File: config.mk
export PLATFORM = sky130hd
export DESIGN_NAME = fifo_word_packer
export DESIGN_NICKNAME = d
export VERILOG_FILES = /design/src/rtl/fifo_word_packer.sv
export SDC_FILE = /design/constraint.sdc
export NUM_CORES = 1
export LEC_CHECK = 0
export CAP_MARGIN = 20
export CORE_ASPECT_RATIO = 0.6
export CORE_UTILIZATION = 51
export DETAILED_ROUTE_END_ITERATION = 8
export GPL_ROUTABILITY_DRIVEN = 1
export GPL_TIMING_DRIVEN = 0
export HOLD_SLACK_MARGIN = 0.12
export PLACE_DENSITY_LB_ADDON = 0.05
export SLEW_MARGIN = 40
export SYNTH_ARGS = -nofsm -noshare
export SYNTH_HDL_FRONTEND = slang
export SYNTH_SLANG_ARGS = --single-unit
File: constraint.sdc
create_clock -name clk -period 3.54 [get_ports clk]
set_input_delay 0.531 -clock clk [delete_from_list [all_inputs] [get_ports clk]]
set_output_delay 0.531 -clock clk [all_outputs]
set_load 0.01 [all_outputs]
File: src/rtl/fifo_word_packer.sv
// rtl/fifo_word_packer.sv - packs the sync FIFO byte stream into 32-bit little-endian words with byte enables
module fifo_word_packer #(
  parameter int IN_WIDTH      = 8,
  parameter int BYTES         = 4,
  parameter int FLUSH_TIMEOUT = 64
) (
  input  logic                      clk,
  input  logic                      rst,
  input  logic                      fifo_empty,
  output logic                      fifo_r_en,
  input  logic [IN_WIDTH-1:0]       fifo_data,
  input  logic                      flush_req,
  output logic [IN_WIDTH*BYTES-1:0] out_data,
  output logic [BYTES-1:0]          out_be,
  output logic                      out_valid,
  input  logic                      out_ready,
  output logic [15:0]               word_count
);

  localparam int          CNT_W = $clog2(BYTES + 1);
  localparam int          W     = IN_WIDTH * BYTES;
  localparam logic [15:0] TMO   = 16'(FLUSH_TIMEOUT);

  typedef enum logic [1:0] {S_FILL, S_DRAIN, S_EMIT} state_t;

  state_t           state, state_nx;
  logic [CNT_W-1:0] acc_cnt, acc_cnt_eff, acc_cnt_nx;
  logic [CNT_W:0]   fill_sum;
  logic [W-1:0]     acc, acc_masked;
  logic [BYTES-1:0] be_mask;
  logic             rd_pend, slot_free, unload, timed_out, flush_trig, idle_cond;
  logic [15:0]      idle_cnt;

  // A landing byte goes to lane acc_cnt_eff, so a full word unloading this
  // cycle frees lane 0 for the byte arriving alongside it.
  always_comb begin
    slot_free   = !out_valid || out_ready;
    unload      = slot_free && ((acc_cnt == CNT_W'(BYTES)) ||
                                (state == S_EMIT && acc_cnt != '0));
    acc_cnt_eff = unload ? '0 : acc_cnt;
    acc_cnt_nx  = acc_cnt_eff + CNT_W'(rd_pend);
    fill_sum    = {1'b0, acc_cnt_eff} + {{CNT_W{1'b0}}, rd_pend};
    fifo_r_en   = !rst && !fifo_empty && (state == S_FILL) &&
                  (fill_sum < (CNT_W+1)'(BYTES));
    timed_out   = (FLUSH_TIMEOUT != 0) && (idle_cnt == TMO);
    flush_trig  = flush_req || timed_out;
    idle_cond   = (state == S_FILL) && fifo_empty && !rd_pend && (acc_cnt != '0);
  end

  always_comb begin
    be_mask    = '0;
    acc_masked = '0;
    for (int i = 0; i < BYTES; i++) begin
      be_mask[i] = CNT_W'(i) < acc_cnt;
      acc_masked[i*IN_WIDTH +: IN_WIDTH] = be_mask[i] ? acc[i*IN_WIDTH +: IN_WIDTH] : '0;
    end
  end

  always_comb begin
    state_nx = state;
    case (state)
      S_FILL: begin
        if (flush_trig && (acc_cnt != '0 || rd_pend)) state_nx = S_DRAIN;
      end
      S_DRAIN: begin
        if (!rd_pend) state_nx = (acc_cnt_eff == '0) ? S_FILL : S_EMIT;
      end
      S_EMIT: begin
        if (unload || acc_cnt == '0) state_nx = S_FILL;
      end
      default: state_nx = S_FILL;
    endcase
  end

  always_ff @(posedge clk) begin
    if (rst) begin
      state      <= S_FILL;
      acc_cnt    <= '0;
      acc        <= '0;
      rd_pend    <= 1'b0;
      idle_cnt   <= '0;
      out_valid  <= 1'b0;
      out_data   <= '0;
      out_be     <= '0;
      word_count <= '0;
    end else begin
      state   <= state_nx;
      rd_pend <= fifo_r_en;
      acc_cnt <= acc_cnt_nx;
      for (int i = 0; i < BYTES; i++) begin
        if (rd_pend && acc_cnt_eff == CNT_W'(i)) acc[i*IN_WIDTH +: IN_WIDTH] <= fifo_data;
      end

      // Saturating idle timer; it only runs while a partial word sits starved.
      if (rd_pend || acc_cnt == '0) idle_cnt <= '0;
      else if (idle_cond && idle_cnt != TMO) idle_cnt <= idle_cnt + 16'd1;

      if (unload) begin
        out_data  <= acc_masked;
        out_be    <= be_mask;
        out_valid <= 1'b1;
      end else if (out_ready) begin
        out_valid <= 1'b0;
      end

      if (out_valid && out_ready) word_count <= word_count + 16'd1;
    end
  end

endmodule

# == Yosys cells after proc, flatten, opt, wreduce, memory -nomap -nowiden ==
# Cells that the tools add are included.
# word_totals
input_bits,13
wordCells,76
reg_bits,107
# classes
n_mux,12
magnitude_cmp,5
addsub,4
n_reduce_logical,32
n_eq_ne,11
# op_table
cell,n
$add A16 B1 Y16 const B,2
$mux W8,4
$eq A16 B7 Y1 const B,1
$ne A16 B7 Y1 const B,1
$logic_and A1 B1 Y1,15
$mux W2,4
$eq A3 B2 Y1 const B,2
$logic_not A3 Y1,2
$logic_or A1 B1 Y1,6
$lt A1 B3 Y1 const A,2
$lt A2 B3 Y1 const A,2
$pmux W2 S3,1
$add A3 B1 Y4,1
$logic_not A1 Y1,4
$lt A4 B3 Y1 const B,1
$ne A2 B1 Y1 const B,2
$add A3 B1 Y3,1
$eq A3 B1 Y1 const B,1
$eq A3 B3 Y1 const B,1
$mux W3,1
$reduce_and A3 Y1,1
$reduce_bool A3 Y1,1
$eq A2 B1 Y1 const B,1
$eq A2 B2 Y1 const B,1
5 further kinds,6

# == Logic depth before layout (Yosys ltp) ==
# Gate-level depths: netlist (run 1).
# depth
ltp_word,9
mapped_depth,9

# == Worst setup path after synthesis (run 1) ==
# Ideal clock, no wire load.
# synth_path
kind,in2out
from,in out_ready
to,out fifo_r_en
slack_ps,1174
path_stages,8
n_path_buf,2
arrival_time_ps,1835
t_required_ps,3009
path_cell_list,nor2b_1 -> clkbuf_1 -> clkbuf_1 -> nor2_1 -> nor2_1 -> ha_1 -> a21oi_1 -> o21a_1
# synth_via
elab_chain_len,6
# synth_rtl
item,line,text
from (decl),16,"input logic out_ready,"
$logic_or A1 B1 Y1,37,slot_free = !out_valid || out_ready;
$logic_and A1 B1 Y1,38,unload = slot_free && ((acc_cnt == CNT_W'(BYTES)) ||
$mux W3,40,acc_cnt_eff = unload ? '0 : acc_cnt;
$add A3 B1 Y4,42,"fill_sum = {1'b0, acc_cnt_eff} + {{CNT_W{1'b0}}, rd_pend};"
$lt A4 B3 Y1,44,(fill_sum < (CNT_W+1)'(BYTES));
$logic_and A1 B1 Y1,43,fifo_r_en = !rst && !fifo_empty && (state == S_FILL) &&
to (decl),10,"output logic fifo_r_en,"
# Every way passes these cells.

# == Worst setup path in the final report (run 1) ==
# layout_path
from,reg acc_cnt[1]
to,out fifo_r_en
# layout_via
elab_chain_len,8
# layout_rtl
item,line,text
from (decl),27,"logic [CNT_W-1:0] acc_cnt, acc_cnt_eff, acc_cnt_nx;"
from (signal assigned),89,acc_cnt <= acc_cnt_nx;
$reduce_bool A3 Y1,39,(state == S_EMIT && acc_cnt != '0));
$logic_and A1 B1 Y1,39,
$logic_or A1 B1 Y1,38,
$logic_and A1 B1 Y1,38,
$mux W3 *,40,
$add A3 B1 Y4 *,42,
$lt A4 B3 Y1 *,44,
$logic_and A1 B1 Y1 *,43,
# Every way passes the cells marked *; elsewhere a longest branch is shown, timed or not.

==> metrics.txt, run 1 <==
# TYPE chip_impl_metric gauge
chip_impl_metric{name="synth_cell_type_count",unit=""} 43
chip_impl_metric{name="clock_tree.htree_level_count",unit=""} 3
chip_impl_info{name="crit_type",value="register to output pin"} 1
chip_impl_metric{name="portBuffers",unit=""} 65
chip_impl_info{name="outcome",value="completed"} 1
chip_impl_metric{name="crit_fanout",unit=""} 10
chip_impl_metric{name="remaining_drc_errors",unit=""} 0
chip_impl_metric{name="clock_sink_count",unit=""} 107
chip_impl_metric{name="cts-buffers-inserted",unit=""} 9
chip_impl_metric{name="antenna_left",unit=""} 0
chip_impl_metric{name="multi_input_combinational_cell_area",unit="mm²"} 0.002241
chip_impl_metric{name="clk_pin_slew",unit="ps"} 80
chip_impl_metric{name="worstMarginPinSlew",unit="ps"} 665.6
chip_impl_metric{name="top_level_ports",unit=""} 67
chip_impl_info{name="endpoint_kind",value="output pin"} 1
chip_impl_metric{name="synth_seq_area_share",unit=""} 0.4740
chip_impl_metric{name="worst_ep_required_time",unit="ps"} 3010
chip_impl_metric{name="overflow",unit=""} 0
chip_impl_metric{name="gp_congestion",unit=""} 0.9138
chip_impl_metric{name="synth.avg_cell_area",unit="µm²"} 9.057
chip_impl_metric{name="place_hpwl",unit="mm"} 8.169
chip_impl_info{name="most-common-layout-cells",value="sky130_fd_sc_hd__dfxtp_1, sky130_fd_sc_hd__clkdlybuf4s50_1, sky130_fd_sc_hd__nor2_1"} 1
chip_impl_metric{name="firstDrtPassIters",unit=""} 4
chip_impl_metric{name="final_nets",unit=""} 591
chip_impl_info{name="synth_top_family_by_area",value="simple AND/OR/NAND/NOR gates"} 1
chip_impl_metric{name="synth_cells",unit=""} 499
chip_impl_metric{name="clk-insertion-delay-late",unit="ps"} 360
chip_impl_metric{name="synth_adder_area_share",unit=""} 0.01107
chip_impl_metric{name="detail_route.wl_per_cell",unit="µm"} 16.70
chip_impl_metric{name="fin_crit",unit="ps"} 3382
chip_impl_metric{name="grtUsageTotal",unit=""} 0.2634
chip_impl_metric{name="synthDominantCellAreaShare",unit=""} 0.4740
chip_impl_info{name="startpoint_type",value="register"} 1
chip_impl_metric{name="pin_count_of_the_biggest_net_entering_global_routing",unit=""} 20
chip_impl_metric{name="power_per_cell_area",unit="mW/mm²"} 416.6
chip_impl_metric{name="syn_to_final_growth",unit="%"} 24.50
chip_impl_metric{name="cts-hold-fix-buffers",unit=""} 0
chip_impl_metric{name="die_height",unit="µm"} 74.92
chip_impl_metric{name="post_route_cells_drive_above_1_share",unit=""} 0.06736
chip_impl_metric{name="antenna-diode-count",unit=""} 0
chip_impl_metric{name="floorplan.die_area",unit="mm²"} 0.009254
chip_impl_metric{name="leakagePower",unit="nW"} 2.021
chip_impl_metric{name="clock_path_buffers",unit=""} 2
chip_impl_info{name="cts_root_buffer",value="sky130_fd_sc_hd__clkbuf_16"} 1
chip_impl_metric{name="core_box_area",unit="mm²"} 0.008556
chip_impl_metric{name="initial_core_util",unit=""} 0.5282
chip_impl_metric{name="timing.max_cap.violations",unit=""} 0
chip_impl_info{name="ys_top_cells_by_area",value="sky130_fd_sc_hd__dfxtp_1, sky130_fd_sc_hd__mux2i_1, sky130_fd_sc_hd__a21oi_1"} 1
chip_impl_metric{name="yosys.area_share.xor_xnor",unit=""} 0.03101
chip_impl_metric{name="cell_count_final_fillers_out",unit=""} 691
chip_impl_metric{name="fmaxAchievable",unit="MHz"} 295.7
chip_impl_metric{name="filler_cell_count",unit=""} 717
chip_impl_info{name="rsz0062_at_grt",value="no"} 1
chip_impl_metric{name="cell_area_synth",unit="mm²"} 0.004519
chip_impl_metric{name="worst_path_largest_cell_delay",unit="ps"} 480
chip_impl_metric{name="placed_cells_incl_taps",unit=""} 676
chip_impl_metric{name="timing.clock.skew",unit="ps"} 11.42
chip_impl_info{name="critical-path-slowest-cell",value="sky130_fd_sc_hd__clkdlybuf4s50_1"} 1
chip_impl_metric{name="iteration_0_drc_count_of_the_detailed_router",unit=""} 280
chip_impl_metric{name="yosys_warnings",unit=""} 0
chip_impl_info{name="timing.critical_path.cells",value="buf_2, nor2_2, mux2i_4, nor2_4, nor2_1, ha_1, a21oi_2, o21a_1, clkdlybuf4s50_1"} 1
chip_impl_metric{name="fp.dieW",unit="µm"} 123.5
chip_impl_metric{name="finalInstanceArea",unit="mm²"} 0.005627
chip_impl_metric{name="antenna_found_initial",unit=""} 0
chip_impl_info{name="cts_tree",value="done"} 1
chip_impl_metric{name="placed_inst_area",unit="mm²"} 0.005310
chip_impl_metric{name="finalCritPeriodShare",unit=""} 0.9553
chip_impl_metric{name="regArea",unit="mm²"} 0.002142
chip_impl_metric{name="muxShareOfSynthArea",unit=""} 0.08776
chip_impl_info{name="synth_top_cell_by_area",value="sky130_fd_sc_hd__dfxtp_1"} 1
chip_impl_metric{name="yosys_register_bits",unit=""} 107
chip_impl_info{name="leading_cell_type_in_the_layout_fill_and_taps_excluded",value="sky130_fd_sc_hd__dfxtp_1"} 1
chip_impl_metric{name="wire_length_of_the_first_global_routing_pass",unit="mm"} 18.08
chip_impl_metric{name="dr_total_vias",unit=""} 3918
chip_impl_metric{name="grt_pass1_vias",unit=""} 3526
chip_impl_metric{name="drt_wl_total",unit="mm"} 11.54
chip_impl_metric{name="post_detailed_route_via_to_cell_ratio",unit=""} 5.670
chip_impl_metric{name="final-setup-viol-count",unit=""} 0
chip_impl_metric{name="slew-limit-headroom",unit=""} 0.5544
chip_impl_metric{name="max-vdd-ir-drop",unit="V"} 0.0003119
chip_impl_metric{name="synth-compound-area-share",unit=""} 0.1315
chip_impl_metric{name="final-max-slew-violation-count",unit=""} 0
chip_impl_metric{name="syn-num-nets",unit=""} 516
chip_impl_metric{name="synthSimpleGateAreaFrac",unit=""} 0.2287
chip_impl_metric{name="arrival_time_of_the_worst_setup_path",unit="ps"} 2850
chip_impl_info{name="worstHoldPathType",value="register to register"} 1
chip_impl_metric{name="timing.final.hold_violations",unit=""} 0
chip_impl_metric{name="floorplan.rows",unit=""} 26
## metrics by stage
| step | util | setup TNS, ps | hold slack [ps] | power [mW] | setup WS (ps) |
|---|---|---|---|---|---|
| 3_5_place_dp | 0.6206 | -316.6 | 459.6 | 1.375 | -316.6 |
| 5_1_grt | 0.6576 | 0 | 491.2 | 2.429 | 7.342 |
| 6_report | 0.6576 | 0 | 467.7 | 2.344 | 158.4 |
| 4_1_cts | 0.6569 | 0 | 469.1 | 2.355 | 15.65 |
| 3_3_place_gp | 0.6206 | -240.7 | 447.5 | 1.372 | -240.7 |
| 2_1_floorplan | - | 0 | 442.2 | 1.326 | 1174 |
## kinds of logic after synthesis
| family | Yosys count |
|---|---|
| AOI/OAI and AO/OA | 102 |
| xor gates and xnor gates | 16 |
| adders and majority gates | 4 |
| buffers and inverters | 41 |
| DFF | 107 |
| muxes | 39 |
| and+or+nand+nor | 190 |
## registers in the layout, summed over array words and instances (netlist names)
| name | cells |
|---|---|
| rd_pend | 1 |
| out_data | 32 |
| acc | 32 |
| state | 2 |
| word_count | 16 |
| idle_cnt | 16 |
| acc_cnt | 3 |
| out_valid | 1 |
| out_be | 4 |
## worst paths after layout
path              start           to  slack, ps  depth (start not counted)
max          acc_cnt[1]    fifo_r_en        160                          9
min              acc[0]  out_data[0]        470                          2
max reg2reg  acc_cnt[1]   acc_cnt[2]       1400                          9
min reg2reg      acc[0]  out_data[0]        470                          2
## worst max-delay path: cells and delay by family, from the launching register on
family / cells / cell delay, ps
AO/OA/AOI/OAI: 2 / 320
flip-flops: 1 / 300
multiplexers: 1 / 470
buffers and inverters: 2 / 650
adder cells (fa/ha/maj): 1 / 250
AND/OR/NAND/NOR: 3 / 510
## where the power goes
| group | leakage (nW) | internal, mW | switching [mW] |
|---|---|---|---|
| logic | 1.01 | 0.0473 | 0.0783 |
| clock network | 0.147 | 0.512 | 0.481 |
| registers | 0.863 | 1.21 | 0.0111 |
## per-layer routing
layer | vias to the layer above | global-route usage | routed length (µm)
met2 | 106 | 0.3687 | 4723
li1 | 1933 | - | -
met4 | 0 | 0.05756 | 89
met3 | 8 | 0.09318 | 820
met5 | - | 0 | 0
met1 | 1871 | 0.3857 | 5907
## cells in the mapped netlist (all sizes together)
| library cell | count |
|---|---|
| dfxtp | 107 |
| nor2 | 54 |
| a21oi | 45 |
| o21ai | 37 |
| mux2i | 34 |
| clkbuf | 24 |
| nand3 | 24 |
| nand4 | 23 |
| nand2b | 19 |
| nand2 | 13 |
| nor3 | 13 |
| or3 | 12 |
| buf | 10 |
| xnor2 | 9 |
| a22o | 8 |
| nor2b | 8 |
| and3 | 7 |
| inv | 7 |
| xor2 | 7 |
| nor4 | 6 |
| mux2 | 5 |
| o21a | 5 |
| and4 | 4 |
| ha | 4 |
| and2 | 2 |
| o2111ai | 2 |
| a21boi | 1 |
| a311oi | 1 |
| nand4b | 1 |
| nor4b | 1 |
| nor4bb | 1 |
| o2111a | 1 |
| o211ai | 1 |
| o31ai | 1 |
| or2 | 1 |
| or4 | 1 |
## final cells by class
| type | instances | area share |
|---|---|---|
| buffer | 33 | 0.02379 |
| clock buffer | 10 | 0.04247 |
| clock inverter | 6 | 0.009562 |
| inverter | 7 | 0.004670 |
| multi-input combinational | 351 | 0.3983 |
| sequential | 107 | 0.3807 |
| tap | 112 | 0.02491 |
| timing repair buffer | 65 | 0.1156 |
## what timing repair did
action,in CTS,in global routing
buffers inserted,0,0
endpoints found under the setup margin,1,1
gates resized for setup,6,3
pin swaps,0,0
Note: power is estimated with default switching activity, not from simulation.
==> inputs of run 2 (changes only) <==
Settings changed: GPL_TIMING_DRIVEN 0 to 1.
==> metrics.txt, run 2 (synthesis gave the netlist of run 1 again) <==
# TYPE chip_impl_metric gauge
chip_impl_metric{name="firstDrtPassIters",unit=""} 4
chip_impl_metric{name="finalCritPeriodShare",unit=""} 0.9300
chip_impl_metric{name="gp_congestion",unit=""} 0.8443
chip_impl_metric{name="total_power",unit="mW"} 2.491
chip_impl_metric{name="detail_route.wl_per_cell",unit="µm"} 15.61
chip_impl_metric{name="fp.dieW",unit="µm"} 123.5
chip_impl_metric{name="crit_fanout",unit=""} 6
chip_impl_info{name="endpoint",value="fifo_r_en"} 1
chip_impl_metric{name="timing.max_cap.violations",unit=""} 0
chip_impl_metric{name="worst_ep_required_time",unit="ps"} 3010
chip_impl_metric{name="post_cts_buffers",unit=""} 0
chip_impl_info{name="endpoint_kind",value="output pin"} 1
chip_impl_info{name="startpoint_type",value="register"} 1
chip_impl_metric{name="fin_crit",unit="ps"} 3292
chip_impl_metric{name="timing.final.hold_violations",unit=""} 0
chip_impl_metric{name="clk_pin_slew",unit="ps"} 70
chip_impl_info{name="most-common-layout-cells",value="sky130_fd_sc_hd__dfxtp_1, sky130_fd_sc_hd__clkdlybuf4s50_1, sky130_fd_sc_hd__nor2_1"} 1
chip_impl_metric{name="drt_wl_total",unit="mm"} 10.37
chip_impl_metric{name="pin_count_of_the_biggest_net_entering_global_routing",unit=""} 98
chip_impl_info{name="cts_root_buffer",value="sky130_fd_sc_hd__clkbuf_16"} 1
chip_impl_metric{name="portBuffers",unit=""} 66
chip_impl_metric{name="top_level_ports",unit=""} 67
chip_impl_metric{name="finalHoldWorstSlack",unit="ps"} 470.5
chip_impl_metric{name="antenna-diode-count",unit=""} 0
chip_impl_metric{name="fin_setup_tns",unit="ps"} 0
chip_impl_info{name="crit_type",value="register to output pin"} 1
chip_impl_metric{name="timing.reg2reg.worst_path_depth",unit=""} 5
chip_impl_metric{name="multi_input_combinational_cell_area",unit="mm²"} 0.002226
chip_impl_metric{name="remaining_drc_errors",unit=""} 0
chip_impl_metric{name="clock_path_buffers",unit=""} 2
chip_impl_metric{name="fmaxAchievable",unit="MHz"} 303.8
chip_impl_metric{name="floorplan.rows",unit=""} 26
chip_impl_metric{name="antenna_found_initial",unit=""} 0
chip_impl_metric{name="overflow",unit=""} 0
chip_impl_metric{name="die_height",unit="µm"} 74.92
chip_impl_metric{name="post_route_cells_drive_above_1_share",unit=""} 0.06703
chip_impl_metric{name="leakagePower",unit="nW"} 1.998
chip_impl_info{name="timing.rr.end",value="acc[30]"} 1
chip_impl_metric{name="place_hpwl",unit="mm"} 6.982
chip_impl_metric{name="wire_length_of_the_first_global_routing_pass",unit="mm"} 16.59
chip_impl_metric{name="antenna_left",unit=""} 0
chip_impl_metric{name="filler_cell_count",unit=""} 688
chip_impl_metric{name="max-vdd-ir-drop",unit="V"} 0.0003048
chip_impl_metric{name="clock_tree.htree_level_count",unit=""} 3
chip_impl_info{name="worstHoldPathType",value="register to register"} 1
chip_impl_metric{name="initial_core_util",unit=""} 0.5282
chip_impl_info{name="reg_top3",value="acc: 32 flops, out_data: 32 flops"} 1
chip_impl_info{name="outcome",value="completed"} 1
chip_impl_metric{name="timing.clock.skew",unit="ps"} 6.074
chip_impl_metric{name="post_detailed_route_via_to_cell_ratio",unit=""} 5.654
chip_impl_metric{name="iteration_0_drc_count_of_the_detailed_router",unit=""} 234
chip_impl_metric{name="final_nets",unit=""} 564
chip_impl_metric{name="worstMarginPinSlew",unit="ps"} 669.7
chip_impl_metric{name="floorplan.die_area",unit="mm²"} 0.009254
chip_impl_metric{name="clk-insertion-delay-late",unit="ps"} 350
chip_impl_info{name="worstSetupStartpoint",value="state[1]"} 1
chip_impl_metric{name="power_per_cell_area",unit="mW/mm²"} 446.4
chip_impl_metric{name="final-max-slew-violation-count",unit=""} 0
chip_impl_metric{name="regArea",unit="mm²"} 0.002142
chip_impl_metric{name="grtUsageTotal",unit=""} 0.2383
chip_impl_metric{name="slew-limit-headroom",unit=""} 0.5535
chip_impl_metric{name="core_box_area",unit="mm²"} 0.008556
chip_impl_info{name="cts_tree",value="done"} 1
chip_impl_metric{name="reg2reg_setup_slack",unit="ps"} 1550
chip_impl_metric{name="arrival_time_of_the_worst_setup_path",unit="ps"} 2760
chip_impl_metric{name="grt_pass1_vias",unit=""} 3310
chip_impl_metric{name="final-setup-viol-count",unit=""} 0
chip_impl_info{name="rsz0062_at_grt",value="no"} 1
chip_impl_info{name="rr_startpoint",value="out_valid"} 1
chip_impl_metric{name="clock_sink_count",unit=""} 107
chip_impl_info{name="leading_cell_type_in_the_layout_fill_and_taps_excluded",value="sky130_fd_sc_hd__dfxtp_1"} 1
chip_impl_metric{name="dr_total_vias",unit=""} 3754
chip_impl_metric{name="cts-buffers-inserted",unit=""} 9
chip_impl_metric{name="syn_to_final_growth",unit="%"} 23.48
==> run 2: changes by cell type in the layout (fill, tap and decap cells not counted), moves of 2 or more <==
| cell | previous run | this run |
|---|---|---|
| sky130_fd_sc_hd__inv_8 | 2 | 0 |
| sky130_fd_sc_hd__buf_4 | 0 | 4 |
| sky130_fd_sc_hd__buf_1 | 3 | 0 |
| sky130_fd_sc_hd__buf_2 | 8 | 1 |
| sky130_fd_sc_hd__bufinv_16 | 0 | 3 |
| sky130_fd_sc_hd__clkbuf_1 | 22 | 0 |
==> run 2: worst max-delay path: stages, from the launching register on <==
cell	delay, ps
sky130_fd_sc_hd__dfxtp_1	460
sky130_fd_sc_hd__nor2b_2	310
sky130_fd_sc_hd__mux2i_2	120
sky130_fd_sc_hd__nor2_1	270
sky130_fd_sc_hd__nor2_1	80
sky130_fd_sc_hd__ha_1	230
sky130_fd_sc_hd__a21oi_1	210
sky130_fd_sc_hd__o21a_1	180
sky130_fd_sc_hd__clkdlybuf4s50_1	560
==> run 2: per-stage QoR <==
| step | worst slack (ps) | instances | instance area [µm²] | util |
|---|---|---|---|---|
| finish | 247.9 | 664 | 5580 | 0.6522 |
| global route | 108.8 | 664 | 5580 | 0.6522 |
| CTS | 143.1 | 664 | 5578 | 0.6519 |
| detailed placement | 301.8 | 648 | 5229 | 0.6111 |
| global placement | 374.6 | 648 | 5223 | 0.6104 |
| floorplan | 1174 | 499 | 4519 | - |
==> run 2: worst min-delay path by stage <==
stage	endpoint	slack (ps)	depth (start not counted)	start
6_report	out_data[17]	470	1	acc[17]
5_1_grt	out_data[19]	500	1	acc[19]
4_1_cts	out_data[19]	470	1	acc[19]
3_5_place_dp	out_data[17]	460	1	acc[17]
3_3_place_gp	out_data[19]	450	1	acc[19]
2_1_floorplan	out_data[16]	440	1	acc[16]
==> run 2: report_power, final <==
group / internal (mW) / leakage [nW] / switching [mW]
sequential: 1.21 / 0.863 / 0.0116
clock: 0.696 / 0.166 / 0.454
combinational: 0.0439 / 0.969 / 0.0712
total: 1.95 / 2.00 / 0.537
==> run 2: routing by layer <==
layer	track usage	share of wire
met1	0.3483	0.52
met2	0.3395	0.42
met3	0.07273	0.059
met4	0.06158	0.0063
met5	0	0
==> run 2: layout make-up <==
class | instances | share of cell area
repair buffers | 71 | 0.1249
multi-input cells | 351 | 0.3989
clock buffers | 9 | 0.04036
well taps | 112 | 0.02511
inverters | 7 | 0.004709
flip-flops and latches | 107 | 0.3839
clock inverters | 7 | 0.02220
==> run 2: repair_timing <==
action,4_1_cts,5_1_grt
hold buffers,0,0
setup endpoints to repair,0,1
resized for setup,0,1
==> inputs of run 3 (changes only) <==
Settings changed: CAP_MARGIN 20 to unset.
==> results of run 3 <==
No change in the layout: final DEF, timing and power equal those of run 2.
